==> src/rtl/shift_add_mult16.sv <==
`default_nettype none
// ============================================================================
//  Module      : shift_add_mult16 (with helper adder16)
//  Description : Sequential unsigned 16x16 -> 32-bit shift-and-add multiplier.
//                One adder16 step per cycle, 16 steps per product. Operands
//                enter on a valid/ready handshake; the product leaves on a
//                second valid/ready handshake with unbounded backpressure.
//  Revision    : 1.0 - initial release
// ============================================================================

// 16-bit unsigned adder with carry out; the multiplier's only arithmetic unit.
module adder16 (
    input  logic [15:0] in0,
    input  logic [15:0] in1,
    output logic [15:0] out,
    output logic        c_out
);

    // Widen by one bit so the carry lands in the MSB of the sum
    assign {c_out, out} = {1'b0, in0} + {1'b0, in1};

endmodule

module shift_add_mult16 #(
    parameter int WIDTH = 16
) (
    input  logic                 clk,
    input  logic                 reset,
    input  logic                 in_valid,
    output logic                 in_ready,
    input  logic [WIDTH-1:0]     a,
    input  logic [WIDTH-1:0]     b,
    output logic                 out_valid,
    input  logic                 out_ready,
    output logic [2*WIDTH-1:0]   product,
    output logic                 busy
);

    typedef enum logic [1:0] {
        S_IDLE = 2'd0,
        S_BUSY = 2'd1,
        S_DONE = 2'd2
    } state_t;

    state_t             r_state;
    logic [3:0]         r_count;
    logic [WIDTH-1:0]   r_acc_hi;
    logic [WIDTH-1:0]   r_acc_lo;
    logic [WIDTH-1:0]   r_mcand;
    logic [2*WIDTH-1:0] r_product;

    logic [WIDTH-1:0]   w_addend;
    logic [WIDTH-1:0]   w_sum;
    logic               w_carry;
    logic [WIDTH-1:0]   w_next_hi;
    logic [WIDTH-1:0]   w_next_lo;

    // Multiplier LSB selects whether the multiplicand is added this step
    assign w_addend = r_acc_lo[0] ? r_mcand : '0;

    adder16 u_adder (
        .in0   (r_acc_hi),
        .in1   (w_addend),
        .out   (w_sum),
        .c_out (w_carry)
    );

    // Post-step partial product: the carry always shifts in at the top and
    // the consumed multiplier bit falls off the bottom.
    assign w_next_hi = {w_carry, w_sum[WIDTH-1:1]};
    assign w_next_lo = {w_sum[0], r_acc_lo[WIDTH-1:1]};

    // Handshake and status flags are pure decodes of the state
    assign in_ready  = (r_state == S_IDLE);
    assign busy      = (r_state == S_BUSY);
    assign out_valid = (r_state == S_DONE);
    assign product   = r_product;

    // Control FSM plus datapath registers; reset aborts any in-flight product
    always_ff @(posedge clk) begin
        if (reset) begin
            r_state   <= S_IDLE;
            r_count   <= 4'd0;
            r_acc_hi  <= '0;
            r_acc_lo  <= '0;
            r_mcand   <= '0;
            r_product <= '0;
        end else begin
            case (r_state)
                S_IDLE: begin
                    if (in_valid) begin
                        r_mcand  <= a;
                        r_acc_lo <= b;
                        r_acc_hi <= '0;
                        r_count  <= 4'd0;
                        r_state  <= S_BUSY;
                    end
                end
                S_BUSY: begin
                    r_acc_hi <= w_next_hi;
                    r_acc_lo <= w_next_lo;
                    // 4-bit counter wraps back to 0 on the final step
                    r_count  <= r_count + 4'd1;
                    if (r_count == 4'd15) begin
                        r_product <= {w_next_hi, w_next_lo};
                        r_state   <= S_DONE;
                    end
                end
                S_DONE: begin
                    if (out_ready) begin
                        r_state <= S_IDLE;
                    end
                end
                default: begin
                    r_state <= S_IDLE;
                end
            endcase
        end
    end

endmodule
`default_nettype wire

==> config.mk <==
export PLATFORM = sky130hd
export DESIGN_NAME = shift_add_mult16
export DESIGN_NICKNAME = d
export VERILOG_FILES = /design/src/rtl/shift_add_mult16.sv
export SDC_FILE = /design/constraint.sdc
export NUM_CORES = 1
export LEC_CHECK = 0
export BUFFER_PORTS_ARGS = -buffer_cell sky130_fd_sc_hd__buf_2
export CAP_MARGIN = 20
export CORE_MARGIN = 2
export CORE_UTILIZATION = 40
export DETAILED_ROUTE_END_ITERATION = 8
export GPL_TIMING_DRIVEN = 0
export PLACE_DENSITY = 0.61
export SLEW_MARGIN = 10
export SYNTH_ARGS = -nofsm -noshare
export SYNTH_HDL_FRONTEND = slang
export SYNTH_SLANG_ARGS = --single-unit
==> constraint.sdc <==
create_clock -name clk -period 2.6 [get_ports clk]
set_clock_uncertainty 0.1 [all_clocks]
set_input_delay 0.39 -clock clk [delete_from_list [all_inputs] [get_ports clk]]
set_output_delay 0.39 -clock clk [all_outputs]
set_load 0.05 [all_outputs]
==> flow_summary.json <==
{
  "worst-path-buf-inv": 1,
  "grt_util_all_layers": 0.2065,
  "arrival_ns": 2.68,
  "area.growth.synth_to_final_pct": 20.34,
  "achievable-frequency_ghz": 0.3981,
  "pre_cts_ws_ns": -0.4425,
  "adder_cell_share_of_the_synthesized_area": 0.05699,
  "fp.dieArea_um2": 11030,
  "placement_rows": 36,
  "reg2reg_from": "r_acc_lo[0]$_SDFFE_PP0P_",
  "setup_viol": 0,
  "power.share.switching": 0.2847,
  "grt_setup_unrepaired": "false",
  "setup_slack_ns": 0.08779,
  "p_clk_frac": 0.343,
  "grt_first_pass_wirelength_mm": 18.09,
  "number_of_antenna_violations_at_the_first_check_in_global_routing": 0,
  "synth_enable_flop_cells": 0,
  "critPathTopFamily": "compound AO/OA/AOI/OAI gates",
  "vias_per_cell": 5.281,
  "max-cap-violations": 0,
  "gr-total-overflow": 0,
  "final-max-slew-violation-count": 0,
  "timing.setup.tns_ns": 0,
  "core_um2": 9864,
  "finalPower_mw": 2.524,
  "drt_wirelength_mm": 11.08,
  "nature_of_the_critical_path_startpoint": "flop",
  "portBuffers": 69,
  "critical_path.max_stage_delay_ns": 0.38,
  "postSynth.topFlopCell": "dfxtp_1",
  "final_min_period_over_clock_period": 0.9662,
  "die_width_um": 105.0,
  "tritoncts_clock_tree": "done",
  "seq_area_frac_synth": 0.4216,
  "vertical_die_dimension_um": 105.0,
  "drc_errors": 0,
  "nNetsFinal": 650,
  "worstSkewPairLatency_ns": 0.37,
  "placed_area_um2": 4596,
  "yosys.area_share.xor_xnor": 0.02359,
  "cts-buffers-inserted": 9,
  "syn_area_um2": 4084,
  "average_cell_area_after_synthesis_um2": 8.039,
  "mappedNetlistNets": 562,
  "final-hold-violation-count": 0,
  "worst-endpoint-required_ns": 2.77,
  "via_count": 3876,
  "final_cell_area_um2": 4915,
  "r2r_setup_slack_ns": 0.09,
  "routabilityCongestion": 0.8962,
  "antenna_cells_inserted": 0,
  "timing.critical_path.mode_cell": "a21oi_2",
  "postSynthRegisterBits": 86,
  "critPathMaxFanout": 10,
  "hold_class": "primary input to flop",
  "via_count_of_the_first_global_routing_pass": 3812,
  "final.min_clock_period_ns": 2.512,
  "final_layout_size_suffix_gt1_frac": 0.2063,
  "cp_cell_sequence": "buf_8 -> and2_4 -> ha_2 -> fa_2 -> a21oi_2 -> o211ai_1 -> a21oi_2 -> o21ai_1 -> xor2_1 -> a22o_1",
  "yosysUniqueCellTypes": 52,
  "route.detailed.wl_per_inst_um": 15.10,
  "cts.sink_count": 86,
  "worst_slew_pin_slew_ns": 0.8583,
  "pwr-share-seq": 0.552,
  "dominant_combinational_cell_family_by_area_after_synthesis": "simple AND/OR/NAND/NOR gates",
  "detailedRoute.firstIterationViolations": 188,
  "crit_path_top_delay_cell": "dfxtp_4",
  "cts_max_level": 3,
  "worst_setup_hold_path_clk_slew_ns": 0.09,
  "hold_path.startpoint": "a[4]",
  "intPower_mw": 1.806,
  "cts.root.buffer_cell": "clkbuf_8",
  "grt_max_degree": 16,
  "effective_utilization_at_floorplan": 0.4140,
  "slew_headroom": 0.4257,
  "worstSetupStartpoint": "r_acc_lo[0]$_SDFFE_PP0P_",
  "synth_simple_gate_area_frac": 0.2359,
  "ir_drop_mv": 0.2012,
  "synth.area.mux_share": 0.002451,
  "p_switching_mw": 0.7186,
  "run_status": "finished clean",
  "io_pins": 71,
  "worstSetupEndpointType": "flop",
  "asyncSetResetFlopFracSynth": 0,
  "yosys_warns": 0,
  "firstDrtPassIters": 5,
  "combinationalPowerShare": 0.105,
  "clock_tree.buffer_depth": 2,
  "post_cts_hold_buffer_count": 0,
  "power.density_nw_per_um2": 513.6,
  "detailedPlacementHpwl_mm": 8.023,
  "antenna_violating_nets_post_route": 0,
  "syn_inst": 508,
  "worst_setup_path_type": "flop to flop",
  "synth_compound_area_frac": 0.2181,
  "static-leakage-power_nw": 2.089
}
==> area by class of cell <==
type,instances,area [um2]
Multi-Input combinational cell,381,2261
Clock inverter,6,46.29
Buffer,33,148.9
Fill cell,990,4950
Inverter,7,26.28
Timing Repair Buffer,78,412.9
Sequential cell,86,1725
Clock buffer,10,127.6
Tap cell,133,166.4
==> worst paths after layout <==
check                                   end  cells after the start
setup / recovery  r_acc_hi[11]$_SDFFE_PP0P_                     10
hold / removal      r_mcand[4]$_SDFFE_PP0P_                      3
setup reg to reg  r_acc_hi[11]$_SDFFE_PP0P_                     10
hold reg to reg    r_mcand[12]$_SDFFE_PP0P_                      2
==> timing repair <==
item,in CTS,in global routing
setup buffers,3,6
gates cloned,0,0
endpoints found under the hold margin,0,0
gates resized for setup,10,12
endpoints found under the setup margin,22,12
pin swaps,3,8
==> synth_stat cells (all sizes together) (2+ instances only) <==
cell / count / area (um2)
nand2: 125 / 471.7
dfxtp: 86 / 1722
a21oi: 62 / 317.8
nor2: 35 / 131.4
clkbuf: 20 / 75.07
a311oi: 19 / 166.4
and2: 18 / 112.6
ha: 17 / 212.7
buf: 14 / 67.57
nand3: 12 / 60.06
o21ai: 11 / 66.32
a22o: 10 / 87.58
a21o: 7 / 52.55
a31oi: 7 / 50.05
inv: 7 / 26.27
xnor2: 7 / 61.31
nand2b: 4 / 25.02
nor3: 4 / 25.02
xor2: 4 / 35.03
and3: 3 / 20.02
and4: 3 / 26.28
nor2b: 3 / 18.77
o211ai: 3 / 27.52
or4: 3 / 22.52
a211oi: 2 / 15.01
a22oi: 2 / 15.01
nand4: 2 / 12.51
nand4b: 2 / 17.52
nor4: 2 / 12.51
o31ai: 2 / 15.01
o41ai: 2 / 17.52
==> layout by cell type, fill, tap and decap left out, types with 9 or more instances in the layout <==
cell type  synthesis  routed
clkbuf_8           0       9
a21oi_1           60      58
a22o_1            10      10
dfxtp_1           86      85
and2_1            18      17
a311oi_1          19      18
buf_2              6      74
nand2_1          124     124
buf_4              0       9
ha_1              17      14
nor2_1            35      35
nand3_1           12      12
clkbuf_1          20      20
==> routing by layer <==
| layer | global-route usage | vias up | part of all wire |
|---|---|---|---|
| met5 | 0 | - | 0 |
| met3 | 0.04117 | 19 | 0.046 |
| met1 | 0.2621 | 1801 | 0.46 |
| met2 | 0.3414 | 108 | 0.47 |
| li1 | - | 1948 | - |
| met4 | 0.08571 | 0 | 0.025 |
==> registers in the layout, indices dropped and copies added, names as in the netlist <==
register  cells
r_count       4
r_mcand      16
r_acc_lo     16
r_acc_hi     16
product      32
r_state       2
==> power groups by stage <==
stage	clock network [mW]	logic, mW	registers [mW]
after detailed placement	0	0.254	1.42
after global placement	0	0.249	1.42
final	0.866	0.266	1.39
after CTS	0.889	0.259	1.39
after global routing	0.953	0.299	1.40
after floorplan	0	0.168	1.41
==> metrics by stage <==
stage / utilization / hold slack (ns) / cells
after floorplan: - / 0.3265 / 508
after global placement: 0.4659 / 0.3395 / 710
after detailed placement: 0.4659 / 0.3432 / 710
after CTS: 0.4896 / 0.1403 / 729
after global routing: 0.4982 / 0.1364 / 734
final: 0.4982 / 0.1480 / 734
==> worst register-to-register path, cell delays in order, from the launching register on <==
cell and delay (ns):
dfxtp_4 0.38, buf_8 0.14, and2_4 0.15, ha_2 0.18
fa_2 0.38, a21oi_2 0.17, o211ai_1 0.17, a21oi_2 0.26
o21ai_1 0.12, xor2_1 0.15, a22o_1 0.20
==> logic make-up (layout without fill, tap and decap cells) <==
logic type / Yosys count / count (layout)
and+or+nand+nor: 217 / 217
AOI/OAI and AO/OA: 134 / 134
DFF: 86 / 86
buffers and inverters: 41 / 134
adders and majority gates: 18 / 18
xor gates and xnor gates: 11 / 11
muxes: 1 / 1
No activity file was read; power rests on OpenSTA's default activity.
